[src/rtl/idma_legalizer_burst_pkg.sv]
// Shared types and constants for the iDMA burst read/write legalizer.
// The optional zero-length discard is enabled with the IDMA_LEGALIZER_ZERO_LEN_EN macro.
package idma_legalizer_burst_pkg;

  localparam int unsigned StrbWidth     = 8;
  localparam int unsigned OffsetWidth   = $clog2(StrbWidth);
  localparam int unsigned XferAddrWidth = 32;
  localparam int unsigned XferLenWidth  = 32;

  // One queued 1D transfer as accepted on the request port.
  typedef struct packed {
    logic [XferLenWidth-1:0]  length;
    logic [XferAddrWidth-1:0] src;
    logic [XferAddrWidth-1:0] dst;
    logic                     decouple;
  } req_entry_t;

  // Mutable progress of one side (read or write) through the active transfer.
  typedef struct packed {
    logic [XferAddrWidth-1:0] addr;
    logic [XferLenWidth-1:0]  remaining;
    logic                     live;
  } side_xfer_t;

endpackage

[src/rtl/idma_legalizer_burst_side.sv]
// Burst shaping for one side: bytes to the next boundary, burst size, beat count,
// first-beat offset, tailer and last flag for the current address and remaining length.
module idma_legalizer_burst_side #(
  parameter int unsigned AddrWidth = 32,
  parameter int unsigned LenWidth  = 32,
  parameter int unsigned OffW      = 3,
  parameter int unsigned MaxBeats  = 16,
  parameter int unsigned PageSize  = 4096
) (
  input  logic [AddrWidth-1:0] addr,
  input  logic [AddrWidth-1:0] peer_addr,
  input  logic [LenWidth-1:0]  remaining,
  input  logic                 decouple,
  output logic [AddrWidth-1:0] burst_addr,
  output logic [LenWidth-1:0]  nbytes,
  output logic [7:0]           len,
  output logic [OffW-1:0]      offset,
  output logic [OffW-1:0]      tailer,
  output logic                 last
);

  localparam int unsigned BurstBytes = MaxBeats * (2 ** OffW);
  localparam int unsigned Bound      = (PageSize < BurstBytes) ? PageSize : BurstBytes;

  function automatic logic [LenWidth-1:0] to_bound(input logic [AddrWidth-1:0] a);
    return LenWidth'(Bound) - LenWidth'(a & AddrWidth'(Bound - 1));
  endfunction

  logic [LenWidth-1:0] own_bpb;
  logic [LenWidth-1:0] peer_bpb;
  logic [LenWidth-1:0] possible;
  logic [LenWidth-1:0] span;

  // Coupled transfers must cut both sides at the nearer of the two boundaries.
  always_comb begin
    own_bpb    = to_bound(addr);
    peer_bpb   = to_bound(peer_addr);
    possible   = (decouple || (own_bpb <= peer_bpb)) ? own_bpb : peer_bpb;
    last       = (remaining <= possible);
    nbytes     = last ? remaining : possible;
    offset     = addr[OffW-1:0];
    span       = nbytes + LenWidth'(offset);
    tailer     = span[OffW-1:0];
    len        = (span == '0) ? 8'd0 : 8'((span - LenWidth'(1)) >> OffW);
    burst_addr = {addr[AddrWidth-1:OffW], {OffW{1'b0}}};
  end

endmodule

[src/rtl/idma_legalizer_burst_rw.sv]
// iDMA read/write legalizer: queues 1D transfers and splits them into AXI-style bursts.
// Define IDMA_LEGALIZER_ZERO_LEN_EN to discard zero-length requests and pulse zero_len_o.
module idma_legalizer_burst_rw
  import idma_legalizer_burst_pkg::*;
#(
  parameter int unsigned DataWidth    = 8 * StrbWidth,
  parameter int unsigned AddrWidth    = XferAddrWidth,
  parameter int unsigned LenWidth     = XferLenWidth,
  parameter int unsigned MaxBeats     = 16,
  parameter int unsigned PageSize     = 4096,
  parameter int unsigned ReqFifoDepth = 2
) (
  input  logic                             clk_i,
  input  logic                             rst_ni,
  input  logic                             req_valid_i,
  output logic                             req_ready_o,
  input  logic [LenWidth-1:0]              req_length_i,
  input  logic [AddrWidth-1:0]             req_src_addr_i,
  input  logic [AddrWidth-1:0]             req_dst_addr_i,
  input  logic                             req_decouple_i,
  output logic                             r_valid_o,
  input  logic                             r_ready_i,
  output logic [AddrWidth-1:0]             r_addr_o,
  output logic [7:0]                       r_len_o,
  output logic [$clog2(DataWidth/8)-1:0]   r_offset_o,
  output logic [$clog2(DataWidth/8)-1:0]   r_tailer_o,
  output logic                             r_last_o,
  output logic                             w_valid_o,
  input  logic                             w_ready_i,
  output logic [AddrWidth-1:0]             w_addr_o,
  output logic [7:0]                       w_len_o,
  output logic [$clog2(DataWidth/8)-1:0]   w_offset_o,
  output logic [$clog2(DataWidth/8)-1:0]   w_tailer_o,
  output logic                             w_last_o,
  input  logic                             flush_i,
  input  logic                             kill_i,
  output logic                             r_busy_o,
  output logic                             w_busy_o
`ifdef IDMA_LEGALIZER_ZERO_LEN_EN
  ,
  output logic                             zero_len_o
`endif
);

  localparam int unsigned OffW = $clog2(DataWidth / 8);
  localparam int unsigned PtrW = (ReqFifoDepth > 1) ? $clog2(ReqFifoDepth) : 1;
  localparam int unsigned CntW = $clog2(ReqFifoDepth + 1);

  function automatic logic [PtrW-1:0] ptr_inc(input logic [PtrW-1:0] p);
    return (p == PtrW'(ReqFifoDepth - 1)) ? '0 : p + PtrW'(1);
  endfunction

  req_entry_t           fifo_q [ReqFifoDepth];
  req_entry_t           head;
  logic [PtrW-1:0]      wr_ptr_q, rd_ptr_q;
  logic [CntW-1:0]      count_q;
  logic                 push, load, fifo_empty, head_zero;
  side_xfer_t           r_q, w_q;
  logic                 dec_q;
  logic [LenWidth-1:0]  r_nbytes, w_nbytes;
  logic                 r_last, w_last, r_done, w_done;

  assign head        = fifo_q[rd_ptr_q];
  assign fifo_empty  = (count_q == '0);
  assign req_ready_o = (count_q != CntW'(ReqFifoDepth));
  assign push        = req_valid_i & req_ready_o;

`ifdef IDMA_LEGALIZER_ZERO_LEN_EN
  assign head_zero = (head.length == '0);
`else
  assign head_zero = 1'b0;
`endif

  // Valid is qualified by ready; a coupled transfer needs both readies so the sides stay in lockstep.
  assign r_valid_o = r_q.live & r_ready_i & (dec_q | w_ready_i) & ~flush_i;
  assign w_valid_o = w_q.live & w_ready_i & (dec_q | r_ready_i) & ~flush_i;
  assign r_done    = ~r_q.live | (r_valid_o & r_last);
  assign w_done    = ~w_q.live | (w_valid_o & w_last);
  assign load      = r_done & w_done & ~fifo_empty & ~kill_i & ~flush_i;
  assign r_last_o  = r_q.live & r_last;
  assign w_last_o  = w_q.live & w_last;
  assign r_busy_o  = r_q.live;
  assign w_busy_o  = w_q.live;

  idma_legalizer_burst_side #(
    .AddrWidth(AddrWidth), .LenWidth(LenWidth), .OffW(OffW),
    .MaxBeats(MaxBeats), .PageSize(PageSize)
  ) i_read_side (
    .addr(r_q.addr), .peer_addr(w_q.addr), .remaining(r_q.remaining), .decouple(dec_q),
    .burst_addr(r_addr_o), .nbytes(r_nbytes), .len(r_len_o),
    .offset(r_offset_o), .tailer(r_tailer_o), .last(r_last)
  );

  idma_legalizer_burst_side #(
    .AddrWidth(AddrWidth), .LenWidth(LenWidth), .OffW(OffW),
    .MaxBeats(MaxBeats), .PageSize(PageSize)
  ) i_write_side (
    .addr(w_q.addr), .peer_addr(r_q.addr), .remaining(w_q.remaining), .decouple(dec_q),
    .burst_addr(w_addr_o), .nbytes(w_nbytes), .len(w_len_o),
    .offset(w_offset_o), .tailer(w_tailer_o), .last(w_last)
  );

  always_ff @(posedge clk_i) begin
    if (push) begin
      fifo_q[wr_ptr_q] <= '{length: req_length_i, src: req_src_addr_i,
                            dst: req_dst_addr_i, decouple: req_decouple_i};
    end
  end

  always_ff @(posedge clk_i or negedge rst_ni) begin
    if (!rst_ni) begin
      wr_ptr_q <= '0;
      rd_ptr_q <= '0;
      count_q  <= '0;
    end else begin
      if (push) wr_ptr_q <= ptr_inc(wr_ptr_q);
      if (load) rd_ptr_q <= ptr_inc(rd_ptr_q);
      if (push && !load)      count_q <= count_q + CntW'(1);
      else if (!push && load) count_q <= count_q - CntW'(1);
    end
  end

  // Kill beats load; a load overwrites sides that retire their last burst on the same edge.
  always_ff @(posedge clk_i or negedge rst_ni) begin
    if (!rst_ni) begin
      r_q   <= '0;
      w_q   <= '0;
      dec_q <= 1'b0;
    end else if (kill_i) begin
      r_q.live <= 1'b0;
      w_q.live <= 1'b0;
    end else if (load) begin
      r_q   <= '{addr: head.src, remaining: head.length, live: ~head_zero};
      w_q   <= '{addr: head.dst, remaining: head.length, live: ~head_zero};
      dec_q <= head.decouple;
    end else begin
      if (r_valid_o) begin
        r_q.addr      <= r_q.addr + AddrWidth'(r_nbytes);
        r_q.remaining <= r_q.remaining - r_nbytes;
        if (r_last) r_q.live <= 1'b0;
      end
      if (w_valid_o) begin
        w_q.addr      <= w_q.addr + AddrWidth'(w_nbytes);
        w_q.remaining <= w_q.remaining - w_nbytes;
        if (w_last) w_q.live <= 1'b0;
      end
    end
  end

`ifdef IDMA_LEGALIZER_ZERO_LEN_EN
  always_ff @(posedge clk_i or negedge rst_ni) begin
    if (!rst_ni) zero_len_o <= 1'b0;
    else         zero_len_o <= load & head_zero;
  end
`endif

endmodule

[config.mk]
export PLATFORM = sky130hd
export DESIGN_NAME = idma_legalizer_burst_rw
export DESIGN_NICKNAME = d
export VERILOG_FILES = /design/src/rtl/idma_legalizer_burst_pkg.sv /design/src/rtl/idma_legalizer_burst_side.sv /design/src/rtl/idma_legalizer_burst_rw.sv
export SDC_FILE = /design/constraint.sdc
export NUM_CORES = 1
export LEC_CHECK = 0
export BUFFER_PORTS_ARGS = -buffer_cell sky130_fd_sc_hd__buf_2
export CAP_MARGIN = 20
export CORE_MARGIN = 1
export CORE_UTILIZATION = 35
export DETAILED_ROUTE_END_ITERATION = 6
export GPL_TIMING_DRIVEN = 0
export PLACE_DENSITY = 0.57
export SLEW_MARGIN = 20
export SYNTH_ARGS = -nofsm -noshare
export SYNTH_HDL_FRONTEND = slang
export SYNTH_SLANG_ARGS = --single-unit
[constraint.sdc]
create_clock -name clk_i -period 6.65 [get_ports clk_i]
set_input_delay 0.665 -clock clk_i [delete_from_list [all_inputs] [get_ports clk_i]]
set_output_delay 0.665 -clock clk_i [all_outputs]
set_load 0.01 [all_outputs]
==> metrics.sh <==
OUTCOME='finished, violations left'
VIOLATED_CHECKS='negative setup slack'
SYNTH.MOST_COMMON_CELL='sky130_fd_sc_hd__a21oi_1'
CRITICAL-PATH-MAX-STAGE-DELAY_NS=0.55
SYNTH_TOP_AREA_FRAC=0.3046
FINAL_CRITICAL_PATH_SETUP_SLACK_NS=-0.6456
VIA_COUNT=17113
SYNTH_WARNINGS=0
WORSTHOLDPATHTYPE='primary input to asynchronous set/reset pin'
STD_CELL_ROWS=85
SYNTH_COMMONEST_CELLS='sky130_fd_sc_hd__a21oi_1 (208), sky130_fd_sc_hd__nor2_1 (197), sky130_fd_sc_hd__edfxtp_1 (194), sky130_fd_sc_hd__o21ai_0 (159)'
RELSLEWSLACK=0.2680
FINAL_AREA_UM2=25280
KIND_OF_END_POINT_OF_THE_CRITICAL_PATH='output port'
VIA_PER_INST=5.631
ARRIVAL_NS=6.63
CP_TOP_FAMILY='simple AND/OR/NAND/NOR gates'
HPWLAFTERDP_UM=48830
CRITPATHLAUNCHTYPE='flop'
NETLIST_TOP_CELLS_AREA='sky130_fd_sc_hd__edfxtp_1 (30%), sky130_fd_sc_hd__dfrtp_1 (18%), sky130_fd_sc_hd__ha_1 (6.9%), sky130_fd_sc_hd__a21oi_1 (5.4%), sky130_fd_sc_hd__mux2i_1 (4.9%)'
FIRST_PASS_ITERS=6
DETAIL-ROUTE-ANTENNA-NETS=0
PLACED_AREA_UM2=21500
CTS_TREE='done'
POST-PLACE-WS_NS=-1.322
INSTANCE_COUNT_OF_THE_MAPPED_NETLIST=1899
PERIOD_NEEDED_NS=7.296
YOSYSSEQAREASHARE=0.4813
WIRE_LENGTH_OF_THE_FIRST_GLOBAL_ROUTING_PASS_UM=100900
MAXSLEWVIOLCOUNT=0
TOTAL_DRC_ERRORS_IN_THE_ROUTED_LAYOUT=0
CRITICALPATHCATEGORY='flop to output port'
DRTITER0DRC=1410
HOLD-WORST-SLACK_NS=0.02174
SYN_TO_FINAL_GROWTH_PCT=32.18
CLKSLEWWORSTSETUPHOLDPATHS_NS=0.06
FLOORPLAN.IO_PINS=203
SYNTH_FF_TYPE='sky130_fd_sc_hd__edfxtp_1'
TIMING.FMAX_GHz=0.1371
CTS-ROOT-BUF='sky130_fd_sc_hd__clkbuf_16'
CLOCK_SINKS=329
GLOBALPLACE.CONGESTION=0.9379
COREAREA_UM2=53920
WL_PER_CELL_UM=22.76
NNETSFINAL=2527
LAYOUT_WORST_PATH_CYCLE_SHARE=1.097
LAYOUT-DRIVE-GT1-SHARE=0.2996
RRSETUPSLACK_NS=-0.51
H-TREE-DEPTH=2
SETUP_VIOL=42
SYNTH.FF_LATCH_COUNT=329
TOTAL_CLOCK_BUFFERS_CREATED_BY_CTS=38
SYNTH_ASYNC_SR_FLOP_SHARE=0.4103
GR-USAGE-ALL-LAYERS=0.2400
CRITPATHREQUIREDTIME_NS=5.98
FILLERS=4951
FLOORPLAN.INITIALDENSITY=0.3547
PIN_COUNT_OF_THE_BIGGEST_NET_ENTERING_GLOBAL_ROUTING=84
SYN-MEAN-INSTANCE-AREA_UM2=10.07
SYNTH_TOP_CELL_BY_AREA='sky130_fd_sc_hd__edfxtp_1'
GRT_ANTENNA_BEFORE_REPAIR=0
HOLD_VIOL_FINAL=0
DETAIL_ROUTE.WIRELENGTH_UM=69160
SYNTH.CELL_AREA_UM2=19120
DIE_FOOTPRINT_UM2=55580
FINAL_WORST_CLOCK_SKEW_NS=0.01328
SYNTH_EDF_COUNT=194
TIMING_WORST_SLEW_PIN_VALUE_NS=1.098
GRT_SETUP_UNREPAIRED='yes'
GRT_PASS1_VIAS=16393
CAP_VIOLATIONS=0
TIMING.CRITICAL_PATH.SLOWEST_STAGE_CELL='sky130_fd_sc_hd__fa_2'
WORST-PATH-BUF-INV=10
CLK_LATENCY_NS=0.56
CRIT_PATH_MAX_FO=6
DIE_H_UM=235.7
GR-TOTAL-OVERFLOW=0
YS_TYPES=80
DIE_X_UM=235.7
ANTENNA_CELLS_INSERTED=0
BUFFER_PORTS.INSERTED=191
CTS.PATH.MAX_BUFFERS=3
what timing repair did:
| item | 4_1_cts | 5_1_grt |
|---|---|---|
| pin swaps | 64 | 127 |
| hold buffers | 0 | 0 |
| setup endpoints to repair | 111 | 109 |
| cloned | 1 | 0 |
| gates resized for setup | 150 | 247 |
| setup buffers | 61 | 68 |
final cells by class:
type                       instances  area (µm²)  area share
timing repair buffer             323        2186     0.08648
buffer                            86       469.2     0.01856
clock inverter                    18       181.4    0.007178
multi-input combinational       1463       10990      0.4346
clock buffer                      51        1084     0.04287
sequential                       329        9216      0.3646
inverter                          73       284.0     0.01124
tap                              696       870.8     0.03445
cells in the final DEF, fill, tap and decap left out, types with 22 or more instances in the layout:
cell and instances:
sky130_fd_sc_hd__clkbuf_1 44, sky130_fd_sc_hd__o21ai_0 100, sky130_fd_sc_hd__nand3_1 28, sky130_fd_sc_hd__mux2i_1 91
sky130_fd_sc_hd__nand2_1 125, sky130_fd_sc_hd__buf_6 27, sky130_fd_sc_hd__a21o_1 22, sky130_fd_sc_hd__edfxtp_1 194
sky130_fd_sc_hd__a21oi_1 183, sky130_fd_sc_hd__ha_1 85, sky130_fd_sc_hd__buf_2 219, sky130_fd_sc_hd__inv_1 58
sky130_fd_sc_hd__clkbuf_16 41, sky130_fd_sc_hd__nor3_1 32, sky130_fd_sc_hd__nor2_1 167, sky130_fd_sc_hd__conb_1 56
sky130_fd_sc_hd__buf_4 111, sky130_fd_sc_hd__o21ai_1 42, sky130_fd_sc_hd__dfrtp_1 125, sky130_fd_sc_hd__xnor2_1 49
state kept, by name, summed over array words and instances, names as in the netlist:
signal and cells:
wr_ptr_q 1, dec_q 1, count_q 2, r_busy_o 1, rd_ptr_q 1, w_busy_o 1
r_q 64, fifo_q 194, w_q 64
logic make-up after synthesis:
family                   Yosys count  synth area share
XOR/XNOR                          76           0.03481
flip-flops                       329            0.4813
AND/OR/NAND/NOR                  535            0.1303
AO/OA/AOI/OAI                    580            0.1861
multiplexers                     107           0.05692
adder cells (fa/ha/maj)          109           0.07289
buffers and inverters            162           0.03749
other                              1         0.0001961
layer usage:
| metal | vias up | part of all wire | GRT usage |
|---|---|---|---|
| met5 | - | 0 | 0 |
| met4 | 0 | 0.038 | 0.09824 |
| met3 | 157 | 0.075 | 0.04081 |
| met2 | 777 | 0.46 | 0.3843 |
| met1 | 8376 | 0.42 | 0.3216 |
| li1 | 7803 | - | - |
stage by stage:
step | TNS [ns] | instances | utilization
after floorplan | -0.002016 | 1954 | -
after global placement | -218.16 | 2841 | 0.3953
after detailed placement | -56.35 | 2848 | 0.3988
after CTS | -7.880 | 2977 | 0.4419
after global routing | -24.11 | 3039 | 0.4688
final | -11.38 | 3039 | 0.4688
worst paths after layout:
path                             startpoint             to  depth (start not counted)
hold reg to reg                     r_q[23]        r_q[23]                          1
setup / recovery                    r_q[35]     w_len_o[4]                         32
hold / removal                       rst_ni        r_q[18]                          1
min in group clk_i         req_length_i[19]  fifo_q[1][84]                          1
max in group asynchronous            rst_ni        w_q[35]                          2
setup reg to reg                    r_q[35]        r_q[63]                         33
Power is left out: the tool's default activity adds up to more than one toggle a clock period on the data nets, which glitch-free logic cannot reach.
